<file path="config.mk">
export PLATFORM = sky130hd
export DESIGN_NAME = st_buffer_stage
export DESIGN_NICKNAME = d
export VERILOG_FILES = /design/src/rtl/st_buffer_stage.sv
export SDC_FILE = /design/constraint.sdc
export NUM_CORES = 1
export LEC_CHECK = 0
export CORE_MARGIN = 2
export CORE_UTILIZATION = 57
export DETAILED_ROUTE_END_ITERATION = 16
export GPL_TIMING_DRIVEN = 0
export PLACE_DENSITY = 0.89
export SLEW_MARGIN = 20
export SYNTH_ARGS = -nofsm -noshare
export SYNTH_HDL_FRONTEND = slang
export SYNTH_SLANG_ARGS = --single-unit
</file>
<file path="constraint.sdc">
create_clock -name clk -period 4.7 [get_ports clk]
set_input_delay 0.705 -clock clk [delete_from_list [all_inputs] [get_ports clk]]
set_output_delay 0.705 -clock clk [all_outputs]
set_load 0.05 [all_outputs]
</file>
<file path="src/rtl/st_buffer_stage.sv">
// Store buffer stage: aligns MA-stage stores into byte lanes and queues them in an
// in-order write buffer that drains to data memory; also flags loads hitting pending stores.
module st_buffer_stage #(
  parameter int DEPTH = 4
) (
  input  logic        clk,
  input  logic        rst,
  input  logic        cmd_st_ma,
  input  logic [1:0]  st_code_ma,
  input  logic [31:0] st_adr_ma,
  input  logic [31:0] st_data_ma,
  input  logic        cmd_ld_ma,
  input  logic [31:0] ld_adr_ma,
  input  logic        stall,
  input  logic        rst_pipe,
  output logic        dmem_we,
  output logic [29:0] dmem_adr,
  output logic [31:0] dmem_wdata,
  output logic [3:0]  dmem_be,
  input  logic        dmem_ack,
  output logic        st_full,
  output logic        st_empty,
  output logic        ld_hit,
  output logic        st_misalign
);
  localparam int AW = $clog2(DEPTH);

  logic [AW:0]   wr_ptr, rd_ptr, count;
  logic [29:0]   adr_mem  [DEPTH];
  logic [31:0]   data_mem [DEPTH];
  logic [3:0]    be_mem   [DEPTH];
  logic [AW-1:0] head;
  logic [31:0]   lane_data;
  logic [3:0]    lane_be;
  logic          aligned, attempt, push, pop, misalign_q;
  logic          hit;
  logic [AW-1:0] idx;
  logic          unused_ld_offset;

  // Lane build; the reserved size code is treated as never aligned.
  always_comb begin
    lane_data = st_data_ma;
    lane_be   = 4'b1111;
    aligned   = 1'b1;
    case (st_code_ma)
      2'b00: begin
        lane_data = {4{st_data_ma[7:0]}};
        lane_be   = 4'b0001 << st_adr_ma[1:0];
      end
      2'b01: begin
        lane_data = {2{st_data_ma[15:0]}};
        lane_be   = st_adr_ma[1] ? 4'b1100 : 4'b0011;
        aligned   = ~st_adr_ma[0];
      end
      2'b10:   aligned = (st_adr_ma[1:0] == 2'b00);
      default: aligned = 1'b0;
    endcase
  end

  assign attempt  = cmd_st_ma & ~stall & ~rst_pipe;
  assign push     = attempt & aligned & ~st_full;
  assign st_empty = (wr_ptr == rd_ptr);
  assign st_full  = (wr_ptr[AW] != rd_ptr[AW]) && (wr_ptr[AW-1:0] == rd_ptr[AW-1:0]);
  assign count    = wr_ptr - rd_ptr;
  assign head     = rd_ptr[AW-1:0];

  // Memory handshake: dmem_we requests a write of the head entry and the payload
  // stays constant until an edge where dmem_ack is sampled high, which pops it.
  assign pop        = dmem_we & dmem_ack;
  assign dmem_we    = ~st_empty;
  assign dmem_adr   = st_empty ? 30'd0 : adr_mem[head];
  assign dmem_wdata = st_empty ? 32'd0 : data_mem[head];
  assign dmem_be    = st_empty ? 4'd0  : be_mem[head];
  assign st_misalign = misalign_q;

  always_ff @(posedge clk) begin
    if (rst) begin
      wr_ptr     <= '0;
      rd_ptr     <= '0;
      misalign_q <= 1'b0;
    end else begin
      if (push) wr_ptr <= wr_ptr + 1'b1;
      if (pop)  rd_ptr <= rd_ptr + 1'b1;
      misalign_q <= attempt & ~aligned;
    end
  end

  always_ff @(posedge clk) begin
    if (push) begin
      adr_mem[wr_ptr[AW-1:0]]  <= st_adr_ma[31:2];
      data_mem[wr_ptr[AW-1:0]] <= lane_data;
      be_mem[wr_ptr[AW-1:0]]   <= lane_be;
    end
  end

  // Walk the occupied slots from the head; the entry being popped this cycle still counts.
  always_comb begin
    hit = 1'b0;
    idx = '0;
    for (int k = 0; k < DEPTH; k++) begin
      idx = head + AW'(k);
      if (((AW+1)'(k) < count) && (adr_mem[idx] == ld_adr_ma[31:2])) hit = 1'b1;
    end
  end

  assign ld_hit = cmd_ld_ma & hit;
  assign unused_ld_offset = ^ld_adr_ma[1:0];
endmodule
</file>
# ---- After elaboration in Yosys (flattened, before gate mapping)
# Memories as Yosys holds them, arrays and structs flattened. A register that Yosys moved wholly into a read port is not among the register bits.
# Cells that the tools add are included.
dict set report word_totals {
  regBits 7
  ram_bits 264
  inputBits 105
  output_inout_bits 71
  elab_cells 65
  mem_count 3
}
dict set report classes {
  addsub 6
  magnitude_cmp 4
  eq_ne 9
  shift 1
  muxes 19
  n_bitwise 13
  reduce_logical 7
}
# name words word_bits rd rd_ports_with_merged_regs wr line_no
set memory_table {}
lappend memory_table {data_mem 4 32 1 1 1 30} ;# logic [31:0] data_mem [DEPTH];
lappend memory_table {adr_mem 4 30 4 1 1 29} ;# logic [29:0] adr_mem [DEPTH];
lappend memory_table {be_mem 4 4 1 1 1 31} ;# logic [3:0] be_mem [DEPTH];
# operator n
set op_table {}
lappend op_table {{$eq 30x30->1} 4}
lappend op_table {{$pmux 32 s2} 1}
lappend op_table {{$mux 32} 1}
lappend op_table {{$mux 30} 1}
lappend op_table {{$mux 2} 6}
lappend op_table {{$mux 4} 2}
lappend op_table {{$pmux 4 s2} 1}
lappend op_table {{$and 1x1->1} 7}
lappend op_table {{$add 3x1->3 const B} 2}
lappend op_table {{$lt 1x3->1 const A} 2}
lappend op_table {{$lt 2x3->1 const A} 2}
lappend op_table {{$mux 1} 6}
lappend op_table {{$not 1->1} 6}
lappend op_table {{$logic_and 1x1->1} 5}
lappend op_table {{$add 2x2->2 const B} 2}
lappend op_table {{$logic_not 2->1} 2}
lappend op_table {{$shl 1x2->4 const A} 1}
lappend op_table {{$eq 3x3->1} 1}
lappend op_table {{$pmux 1 s3} 1}
lappend op_table {{$sub 3x3->3} 1}
lappend op_table {{$add 2x1->2 const B} 1}
lappend op_table {{$eq 2x1->1 const B} 1}
lappend op_table {{$eq 2x2->1} 1}
lappend op_table {{$eq 2x2->1 const B} 1}
lappend op_table {{$ne 1x1->1} 1}

# ---- Depth between registers and ports, before layout
dict set report depth {
  word_depth 8
  mapped_depth 11
  ltp_nobuf 10
}

# ---- Worst setup path before layout
# Ideal clock, no wire load.
dict set report synth_path {
  kind {register to register}
  start {register rd_ptr[1]}
  end {memory adr_mem[3][0], enable pin}
  setup_ns 0.433
  arrival_time_ns 3.874
  required_time_ns 4.267
  setup_slack_ns 0.393
  stages_incl_launch_ff 10
  n_path_buf 3
  period_less_slack_ns 4.307
  cell_sequence {dfxtp_1 -> buf_6 -> clkbuf_1 -> buf_2 -> inv_1 -> ha_1 -> nand2_1 -> nor2_1 -> nor3_1 -> and2_1}
}
dict set report synth_via {
  elab_chain_cells 6
}
# element line_no
set synth_lines {}
lappend synth_lines {{start, declared} 28} ;# logic [AW:0] wr_ptr, rd_ptr, count;
lappend synth_lines {{start signal, assigned} 83} ;# if (pop) rd_ptr <= rd_ptr + 1'b1;
lappend synth_lines {{$eq 2x2->1} 63} ;# assign st_full = (wr_ptr[AW] != rd_ptr[AW]) && (wr_ptr[AW-1:0] == rd_ptr[AW-1:0]);
lappend synth_lines {{$logic_and 1x1->1} 63}
lappend synth_lines {{named net st_full} 21} ;# output logic st_full,
lappend synth_lines {{$not 1->1} 61} ;# assign push = attempt & aligned & ~st_full;
lappend synth_lines {{$and 1x1->1} 61}
lappend synth_lines {{$mux 1} 89} ;# if (push) begin
lappend synth_lines {{$mux 1 (not written as such)} 90} ;# adr_mem[wr_ptr[AW-1:0]] <= st_adr_ma[31:2];
lappend synth_lines {{end, declared} 29}
# The timed path passes the listed nets, and every way through them passes these cells.

# ---- Worst setup path after layout
dict set report layout_path {
  start {register rd_ptr[1]}
  end {output ld_hit}
}
dict set report layout_via {
  elab_chain_cells 8
  word_cells_on_any_way 21
  cone_classes {add/sub (4); order compare (4); eq/ne (3); mux (4); bitwise (1); reduce/logical (4); memory (1)}
}
# element line_no
set layout_lines {}
lappend layout_lines {{$add 2x1->2 or $sub 3x3->3 (tied branches)} {101, 64}}
lappend layout_lines {{$mem_v2 4x30 or $lt 1x3->1 (tied branches)} --}
lappend layout_lines {{$eq 30x30->1 or $logic_and 1x1->1 (tied branches)} 102} ;# if (((AW+1)'(k) < count) && (adr_mem[idx] == ld_adr_ma[31:2])) hit = 1'b1;
lappend layout_lines {{$logic_and 1x1->1 or $mux 1 (tied branches)} 102}
lappend layout_lines {{$mux 1 (2 in a row)} 102}
lappend layout_lines {{$mux 1 *} 102}
lappend layout_lines {{$and 1x1->1 *} 106} ;# assign ld_hit = cmd_ld_ma & hit;
lappend layout_lines {{end, declared} 23} ;# output logic ld_hit,
# Mark *: on every way between the ends. The rest lies on a longest branch, timed or not.

==> flow_metrics.env <==
export IMPL_cts_sinks=273
export IMPL_synth_cells=961
export IMPL_fin_crit_sh=0.9930
export IMPL_cts_max_path_buffers=3
export IMPL_worstSkewPairLatency_ps=540
export IMPL_cp_max_fo=10
export IMPL_synthAdderAreaFrac=0.007217
export IMPL_row_count=59
export IMPL_antenna_cells=0
export IMPL_num_io_pins=176
export IMPL_dieArea_mm2=0.02747
export IMPL_grt_pass1_wl_mm=65.78
export IMPL_powerDensity_mw_per_mm2=328.9
export IMPL_synth_mux_area_frac=0.2538
export IMPL_hpwl_mm=31.57
export IMPL_fmax_ghz=0.2143
export IMPL_ant_nets=0
export IMPL_synth_area_leaders="edfxtp_1, mux4_2, mux2i_1"
export IMPL_drtPass1Iterations=5
export IMPL_dp_slack_ps=-865.9
export IMPL_maxCapViolCount=0
export IMPL_rsz0062_at_grt="false"
export IMPL_skew_ps=10.27
export IMPL_start_kind="flop"
export IMPL_yosysUniqueCellTypes=48
export IMPL_cp_end_kind="primary output"
export IMPL_synth_top_family_by_area="multiplexers"
export IMPL_hold_viol=0
export IMPL_tightest_slew_ps=962.2
export IMPL_yosys_warnings=0
export IMPL_synth_most_common_cell="edfxtp_1"
export IMPL_synth_edff_count=264
export IMPL_drive_gt1_frac=0.1991
export IMPL_r2r_slack_ps=1070
export IMPL_area_growth_pct=20.04
export IMPL_gp_congestion=0.9775
export IMPL_wl_per_cell_um=30.00
export IMPL_initial_utilization=0.5771
export IMPL_max_slew_margin_rel=0.3585
export IMPL_path_class="flop to primary output"
export IMPL_netlist_area_mm2=0.01491
export IMPL_ys_top_cells_by_count="edfxtp_1, mux4_2, mux2i_1, xnor2_1, and2_1"
export IMPL_async_reset_ff_frac=0
export IMPL_cp_data_required_time_ps=3990
export IMPL_synth_compound_area_frac=0.03961
export IMPL_dp_cells=1447
export IMPL_root_buffer="clkbuf_16"
export IMPL_cts_hold_buf=0
export IMPL_drc=0
export IMPL_hold_class="input port to flop"
export IMPL_h_tree_depth=1
export IMPL_drtIter0Drc=1115
export IMPL_yosys_most_used_dff="edfxtp_1"
export IMPL_postCtsSetupBuffers=0
export IMPL_portBuffers=147
export IMPL_synth_xor_area_frac=0.06168
export IMPL_dieHeight_um=165.7
export IMPL_ys_ff_latch=273
export IMPL_synth_top_area_frac=0.5317
export IMPL_grt_pass1_vias=10310
export IMPL_grt_overflow_total=0
export IMPL_hold_slack_ps=499.1
export IMPL_setup_ws_ps=32.75
export IMPL_vias_per_cell=6.670
export IMPL_power_mw=5.887
export IMPL_stdcell_count=1495
export IMPL_setup_viol=0
export IMPL_via_count=9972
export IMPL_core_area_mm2=0.02584
export IMPL_antenna_found_initial=1
export IMPL_cts_buffers=27
export IMPL_ys_seq_area_frac=0.5438
export IMPL_p_leak_nw=5.604
export IMPL_cts_tree="done"
export IMPL_min_period_ps=4667
export IMPL_status="complete, no violations"
export IMPL_grt_max_degree=49
export IMPL_yosys_area_share_simple=0.06260
export IMPL_die_x_um=165.7
export IMPL_syn_mean_instance_area_um2=15.52
export IMPL_synth_fp_nets=1074
export IMPL_crit_arrival_ps=3960
export IMPL_synth_area_leader_cell="edfxtp_1"
export IMPL_grtUsageTotal=0.3257
export IMPL_slew_violations=0
export IMPL_wl_mm=44.85
export IMPL_path_clk_slew_ps=60
export IMPL_peakVddDrop_mv=0.3530
export IMPL_final_net_count=1254
-- sequential cells by signal (all words and copies together) (netlist names), named ones only --
register     flops
adr_mem        120
wr_ptr           3
st_misalign      1
data_mem       128
rd_ptr           3
be_mem          16
-- power by group --
group | internal [mW] | switching (mW) | leakage, nW | total [mW]
sequential | 2.69 | 0.00970 | 2.45 | 2.70
combinational | 0.453 | 0.668 | 2.74 | 1.12
clock | 1.17 | 0.897 | 0.409 | 2.06
-- routing by layer --
| layer | vias up | routed length (um) | track usage |
|---|---|---|---|
| met5 | - | 11 | 0 |
| met1 | 5055 | 16050 | 0.4055 |
| met3 | 129 | 4245 | 0.07150 |
| met2 | 625 | 22280 | 0.5474 |
| li1 | 4161 | - | - |
| met4 | 2 | 2258 | 0.1554 |
-- metrics by stage --
stage                     setup TNS, ps  area [um2]    util
after floorplan                       0       14910       -
after global placement          -362650       16800  0.6503
after detailed placement          -1027       16910  0.6543
final                                 0       17900  0.6927
after CTS                        -56.31       17840  0.6905
after global routing                  0       17900  0.6927
-- critical path: stages (launching register included) --
cell       delay, ps
dfxtp_1          360
buf_6            210
clkbuf_4         300
buf_6            250
inv_1            110
fa_1             460
xor2_2           270
nor2_1           140
a2111oi_4        450
nand4_1          300
o41ai_4          140
a311o_2          190
clkbuf_4         230
-- path summary, 6_finish.rpt --
check | endpoint | depth (start not counted) | startpoint
worst max-delay path | ld_hit | 12 | rd_ptr[1]
worst max register to register | adr_mem[2][19] | 10 | rd_ptr[1]
worst min register to register | wr_ptr[2] | 2 | wr_ptr[2]
worst min-delay path | wr_ptr[1] | 2 | rst
-- cell families after synthesis --
group | Yosys count
adder cells (fa/ha/maj) | 8
multiplexers | 221
AO/OA/AOI/OAI | 89
AND/OR/NAND/NOR | 175
buffers and inverters | 90
flip-flops | 273
XOR/XNOR | 105
-- placed cells by master, fill, tap and decap left out, types with 4 or more instances in the layout --
master	count
nor2_1	27
a21oi_1	17
dfxtp_1	9
clkbuf_4	7
xnor2_1	76
inv_1	14
and2_1	67
nand4_1	17
xor2_1	26
clkdlybuf4s50_1	146
nand2_1	32
buf_2	9
mux2i_2	4
nor3_1	5
edfxtp_1	264
clkbuf_16	27
mux2_2	17
clkbuf_2	6
mux4_2	111
and2_4	4
buf_4	6
buf_1	12
mux4_1	10
mux2i_1	78
nand3_1	8
o21ai_0	23
a22oi_1	6
clkbuf_1	32
ha_1	7
clkbuf_8	6
nor4_1	10
buf_6	10
o22ai_1	11
-- repair_timing --
| item | CTS | global route |
|---|---|---|
| endpoints found under the setup margin | 69 | 2 |
| pin swaps | 0 | 0 |
| gates resized for setup | 28 | 20 |
-- area by class of cell --
| type | count | area (um2) |
|---|---|---|
| sequential | 273 | 8108 |
| fill | 1714 | 7939 |
| multi-input combinational | 598 | 6449 |
| timing repair buffer | 151 | 1564 |
| clock buffer | 39 | 750.7 |
| buffer | 76 | 470.5 |
| tap | 335 | 419.2 |
| clock inverter | 9 | 85.08 |
| inverter | 14 | 52.55 |
Power figures use the tool's default switching activity.
